===== src/rtl/serial_adder_pkg.sv =====
// Shared definitions for the bit-serial adder: state encoding and a sizing helper.
package serial_adder_pkg;

    // Controller state. Encoding 2'd3 is unused and falls back to IDLE.
    typedef logic [1:0] state_t;

    localparam state_t IDLE = 2'd0;
    localparam state_t RUN  = 2'd1;
    localparam state_t DONE = 2'd2;

    // The bit counter must be able to hold the value WIDTH itself, so a
    // power-of-two WIDTH needs one extra bit compared to $clog2(WIDTH).
    function automatic int cnt_width(input int width);
        return $clog2(width + 1);
    endfunction

endpackage


===== src/rtl/full_adder.sv =====
// Purely combinational 1-bit full-adder cell, the only arithmetic in the serial adder.
module full_adder (
    input  logic a,
    input  logic b,
    input  logic cin,
    output logic s,
    output logic cout
);

    // Classic sum/majority equations for one bit position.
    always_comb begin
        s    = a ^ b ^ cin;
        cout = (a & b) | (a & cin) | (b & cin);
    end

endmodule


===== src/rtl/serial_adder.sv =====
// Bit-serial adder: pushes one bit per clock through a single full-adder cell
// and presents the WIDTH-bit sum plus carry with a start/busy/done handshake.
module serial_adder
    import serial_adder_pkg::*;
#(
    parameter int WIDTH = 8
) (
    input  logic             clk,
    input  logic             rst,
    input  logic             start,
    input  logic [WIDTH-1:0] a,
    input  logic [WIDTH-1:0] b,
    input  logic             cin,
    output logic             busy,
    output logic             done,
    output logic [WIDTH-1:0] sum,
    output logic             carry_out
);

    localparam int CNT_W = cnt_width(WIDTH);

    state_t           state;
    logic [WIDTH-1:0] a_sr;
    logic [WIDTH-1:0] b_sr;
    logic [WIDTH-1:0] sum_sr;
    logic [WIDTH-1:0] sum_sr_next;
    logic             carry_r;
    logic [CNT_W-1:0] bit_cnt;
    logic             fa_s;
    logic             fa_cout;
    logic             accept;
    logic             last_bit;

    full_adder u_full_adder (
        .a    (a_sr[0]),
        .b    (b_sr[0]),
        .cin  (carry_r),
        .s    (fa_s),
        .cout (fa_cout)
    );

    // A new operation is taken from IDLE, or straight out of DONE for back-to-back use.
    assign accept   = start && ((state == IDLE) || (state == DONE));
    assign last_bit = (bit_cnt == CNT_W'(WIDTH - 1));

    assign busy = (state == RUN);
    assign done = (state == DONE);

    // Each new sum bit enters at the MSB so that after WIDTH shifts bit 0 sits at the LSB.
    generate
        if (WIDTH == 1) begin : g_narrow
            always_comb sum_sr_next = fa_s;
        end else begin : g_wide
            always_comb sum_sr_next = {fa_s, sum_sr[WIDTH-1:1]};
        end
    endgenerate

    // Control FSM: IDLE waits for start, RUN walks WIDTH bits, DONE lasts one cycle.
    always_ff @(posedge clk or posedge rst) begin
        if (rst) begin
            state <= IDLE;
        end else begin
            case (state)
                IDLE, DONE: state <= accept ? RUN : IDLE;
                RUN:        state <= last_bit ? DONE : RUN;
                default:    state <= IDLE;
            endcase
        end
    end

    // Operand shifters, carry and counter: loaded on accept, stepped once per RUN cycle.
    always_ff @(posedge clk or posedge rst) begin
        if (rst) begin
            a_sr    <= '0;
            b_sr    <= '0;
            sum_sr  <= '0;
            carry_r <= 1'b0;
            bit_cnt <= '0;
        end else if (accept) begin
            a_sr    <= a;
            b_sr    <= b;
            sum_sr  <= '0;
            carry_r <= cin;
            bit_cnt <= '0;
        end else if (state == RUN) begin
            a_sr    <= a_sr >> 1;
            b_sr    <= b_sr >> 1;
            sum_sr  <= sum_sr_next;
            carry_r <= fa_cout;
            bit_cnt <= bit_cnt + CNT_W'(1);
        end
    end

    // Result registers change only on the edge that finishes the last bit, so they
    // keep showing the previous answer for the whole of RUN and IDLE.
    always_ff @(posedge clk or posedge rst) begin
        if (rst) begin
            sum       <= '0;
            carry_out <= 1'b0;
        end else if ((state == RUN) && last_bit) begin
            sum       <= sum_sr_next;
            carry_out <= fa_cout;
        end
    end

endmodule


===== config.mk =====
export PLATFORM = sky130hd
export DESIGN_NAME = serial_adder
export DESIGN_NICKNAME = d
export VERILOG_FILES = /design/src/rtl/serial_adder_pkg.sv /design/src/rtl/full_adder.sv /design/src/rtl/serial_adder.sv
export SDC_FILE = /design/constraint.sdc
export NUM_CORES = 1
export LEC_CHECK = 0
export CORE_AREA = 4 4 65 67
export CTS_CLUSTER_SIZE = 8
export DETAILED_ROUTE_END_ITERATION = 6
export DIE_AREA = 0 0 69 71
export DONT_BUFFER_PORTS = 1
export PLACE_DENSITY_LB_ADDON = 0.15
export SLEW_MARGIN = 10
export SYNTH_ARGS = -nofsm -noshare
export SYNTH_HDL_FRONTEND = slang
export SYNTH_SLANG_ARGS = --single-unit

===== constraint.sdc =====
create_clock -name clk -period 2 [get_ports clk]
set_input_delay 0.4 -clock clk [delete_from_list [all_inputs] [get_ports clk]]
set_output_delay 0.4 -clock clk [all_outputs]
set_load 0.03 [all_outputs]

### After elaboration in Yosys (flattened, before gate mapping)

Index checks and enable logic that the tools add are counted.

| storage, ports and cells | value |
|---|---|
| flip-flop bits (word level) | 40 |
| input port bits | 20 |
| output and inout port bits | 11 |
| word-level logic and storage cells | 38 |

| cells by class | value |
|---|---|
| $add $sub $neg | 1 |
| equality and inequality tests | 3 |
| mux-type cells | 13 |
| bitwise operators | 7 |
| reductions and logical operators | 6 |

Operators with widths:

| operator | number |
|---|---|
| $mux W8 | 6 |
| $mux W4 | 2 |
| $add A4 B1 Y4 const B | 1 |
| $eq A4 B3 Y1 const B | 1 |
| $pmux W2 S2 | 1 |
| $and A1 B1 Y1 | 3 |
| $mux W1 | 3 |
| $eq A2 B1 Y1 const B | 1 |
| $eq A2 B2 Y1 const B | 1 |
| $logic_and A1 B1 Y1 | 2 |
| $logic_not A2 Y1 | 1 |
| $mux W2 | 1 |
| $or A1 B1 Y1 | 2 |
| $reduce_bool A2 Y1 | 1 |
| $reduce_or A2 Y1 | 1 |
| $xor A1 B1 Y1 | 2 |
| $logic_or A1 B1 Y1 | 1 |

### Longest topological paths before layout

| depth | value |
|---|---|
| depth after elaboration | 5 |
| depth in mapped cells | 6 |
| depth with buffers taken out | 4 |

### Hierarchy

Synthesis repeated with hierarchy kept, for this count alone.

| second synthesis, totals | value |
|---|---|
| cells, all modules | 115 |
| area, all modules | 1611.5 µm² |

Modules (own cells, without submodules):

| module | instances | cells an instance | area each (µm²) | seq. area each (µm²) |
|---|---|---|---|---|
| serial_adder | 1 | 114 | 1591.5 | 975.9 |
| full_adder | 1 | 1 | 20.0 | 0.0 |

### Worst setup path before layout

Ideal clock, no wire load.

| timing path | value |
|---|---|
| path kind | flip-flop to flip-flop |
| from | register state[1] |
| to | register carry_out |
| setup time | 0.125 ns |
| arrival | 1.335 ns |
| slack | 0.541 ns |
| stages on the path, launching flop included | 5 |
| cells stage by stage | dfrtp_1 nand2b_1 buf_6 nor3_4 mux2_2 |

| between the ends | value |
|---|---|
| word-level cells in the longest chain between the ends | 2 |

Ends and longest elaborated chain:

| what | RTL line | source |
|---|---|---|
| from (decl) | serial_adder.sv:22 | `state_t state;` |
| from (signal assigned) | serial_adder.sv:64 | `IDLE, DONE: state <= accept ? RUN : IDLE;` |
| from (signal assigned) | serial_adder.sv:65 | `RUN: state <= last_bit ? DONE : RUN;` |
| $eq A2 B1 Y1 | serial_adder.sv:100 | `end else if ((state == RUN) && last_bit) begin` |
| $logic_and A1 B1 Y1 | serial_adder.sv:100 |  |
| to (signal assigned) | serial_adder.sv:102 | `carry_out <= fa_cout;` |
| to (decl) | serial_adder.sv:17 | `output logic carry_out` |

Every way passes these cells.
A chain may end at the register's enable or synchronous reset.

### Final worst setup path

| timing path | value |
|---|---|
| from | register state[1] |
| to | output port busy |

| between the ends | value |
|---|---|
| word-level cells in the longest chain between the ends | 1 |

Ends and longest elaborated chain:

| what | RTL line | source |
|---|---|---|
| $eq A2 B1 Y1 | serial_adder.sv:46 | `assign busy = (state == RUN);` |
| to (decl) | serial_adder.sv:14 | `output logic busy,` |

Every way passes these cells.

==> results.ini <==
[cts]
cts_buffer_depth=2
post_cts_resize_count=0
cts.sinks=39
clk_latency_ns=0.28
htreeDepth=2
cts-root-buf=clkbuf_8
cts_buffers=5
cts_tree=yes
post-cts-setup-buffers=0
path_clk_slew_ns=0.07
cts_hold_buf=0

[timing]
rsz0062_at_grt=no
hold_viol=0
tightest_slew_ns=0.664
finalCritPeriodShare_pct=82.3
layout_min_cycle_time_ns=1.65
finalSetupViolCount=0
drv_slew=0
tns_ns=0
slew_headroom_pct=55.7
hold_ws_ns=0.114
skew_ns=0.00478
max_freq_mhz=608

[final_layout]
fillCellCount=358
layout.nets=157
final_cell_mix=dfrtp_1 (39), nand2_1 (18), a22oi_1 (14), nand3_1 (14), a22o_1 (10)
layout-drive-gt1-share_pct=16.2
antennaDiodeCount=0
syn_to_final_growth_pct=8.18
final_common_cell=dfrtp_1
fin_cells=184

[outcome]
status=complete, no violations

[power]
ir_drop_mv=0.834
seqPwrFrac_pct=51.5
p_per_area_mw_per_mm2=1720
p_comb_share_pct=32.1
p_int_uw=1810
power.leakage_uw=0.000837
swShare_pct=39.4
switching_power_uw=1180
p_clk_share_pct=16.4

[grt]
grt_pass1_wl_microns=5600
overflow=0
grt_usage_pct=14.3
grt_max_degree=40
grt_pass1_vias=1123
antenna_found_initial=0

[yosys]
synth_seq_cells=39
synthTopCellsByArea=dfrtp_1 (61%), a22oi_1 (6.5%), mux2_2 (6.3%), a22o_1 (5.5%), nand3_1 (4.4%)
postSynthAreaPerCell_sq_um=12.2
synth_cell_types=24
ys_warn_count=0
syn_inst=132
ys_seq_area_share_pct=60.7
yosys.area.top_type=dfrtp_1
synth_nets=154
synth_top_cell_area_share_pct=60.7
synth_area_sq_mm=0.00161

[drt]
drt_iter0_drc=46
viasPerCell=5.48
vias=1009
ant_nets=0
route.detailed.drc=0
wirelength_microns=3140
wl_per_cell_microns=17.1
first_pass_iters=4

[floorplan]
io_pins=31
die_h_microns=71
die_area_sq_mm=0.00490
start_util_pct=44.2
rows=22
placeableCoreArea_sq_mm=0.00363
die_w_microns=69

[setup_path]
r2r-start=bit_cnt[0]$_DFFE_PP0P_
r2r_setup_slack_ns=0.38
cp-start-kind=flip-flop
crit_chain=nand2b_1 -> inv_2
crit_required_ns=1.60
worstSetupEndpointType=output port
crit_type=flip-flop to output port
arrival_ns=1.25
rr_worst_depth=4
critPathMaxFanout=15
reg2reg_to=carry_out$_DFFE_PP0P_
cp_slowest_cell=dfrtp_1
max_stage_delay_ns=0.39

[place]
place_hpwl_microns=2150
dpl.cell_count=176
gp_routability_congestion=0.732
port_buffers=0

[run]
max-cap-violations=0

[min_path]
hold_path_class=input port to asynchronous set/reset pin

worst max path at each step:
stage / startpoint / to / depth (start not counted)
4_1_cts: state[1]$_DFF_PP0_ / busy / 2
2_1_floorplan: state[1]$_DFF_PP0_ / carry_out$_DFFE_PP0P_ / 4
5_1_grt: state[1]$_DFF_PP0_ / busy / 2
3_3_place_gp: state[1]$_DFF_PP0_ / bit_cnt[0]$_DFFE_PP0P_ / 5
6_report: state[1]$_DFF_PP0_ / busy / 2
3_5_place_dp: bit_cnt[0]$_DFFE_PP0P_ / sum[5]$_DFFE_PP0P_ / 4
synthesized netlist by cell type:
library cell	number
a22o_1	10
ha_1	1
xor2_1	1
nor2_2	1
nand3b_1	1
o21ai_0	2
nand2b_1	2
nand3_1	14
and2b_1	2
buf_6	1
inv_2	1
mux2_2	9
nand4_1	1
nor2_1	2
mux2i_1	2
nand2_1	18
clkbuf_1	5
a22oi_1	14
inv_1	1
xnor2_1	1
nor3_4	1
buf_2	2
dfrtp_1	39
fa_1	1
area by class of cell:
cell class                      count  area, sq um  share of cell area [%]
Inverter                            2         7.51                   0.432
Clock buffer                        7         76.3                    4.39
Tap cell                           48         60.1                    3.46
Clock inverter                      1         5.00                   0.288
Sequential cell                    39          976                    56.2
Multi-Input combinational cell     83          583                    33.5
Timing Repair Buffer                4         30.0                    1.73
per-stage QoR:
step                instance area (sq um)  worst slack, ns  power [uW]  util, %
floorplan                            1610            0.541        2280        -
global placement                     1660            0.426        2490     45.6
detailed placement                   1660            0.416        2530     45.6
CTS                                  1740            0.341        3040     47.8
global route                         1740            0.293        3240     47.8
finish                               1740            0.354        2980     47.8
worst max-delay path, delay by kind of cell (launching register included):
kind                   cells  cell delay [ns]
AND/OR/NAND/NOR            1             0.22
buffers and inverters      1             0.35
flip-flops                 1             0.39
power groups by stage:
stage          clock (uW)  sequential (uW)  combinational, uW
3_3_place_gp            0             1550                942
4_1_cts               513             1540                984
6_report              488             1540                959
3_5_place_dp            0             1560                970
5_1_grt               549             1590               1100
2_1_floorplan           0             1480                801
state kept, by name, summed over array words and instances, names as in the netlist:
name       count
a_sr           8
carry_r        1
sum            8
sum_sr         7
carry_out      1
bit_cnt        4
state          2
b_sr           8
metal layers:
metal,up-vias,track usage (%),part of all wire [%]
met3,2,6.96,6.7
met5,-,0,0
met2,18,21.7,47
met4,0,4.56,0.54
li1,478,-,-
met1,511,18.1,46
cell families after synthesis:
logic type	count (synthesis)	synth area share, %
fa+ha+maj	2	2.02
mux	11	7.55
compound gates	26	12.6
simple gates	42	13.0
xor+xnor	2	1.09
flops	39	60.7
buf+inv	10	2.96
Note: power is estimated with default switching activity, not from simulation.
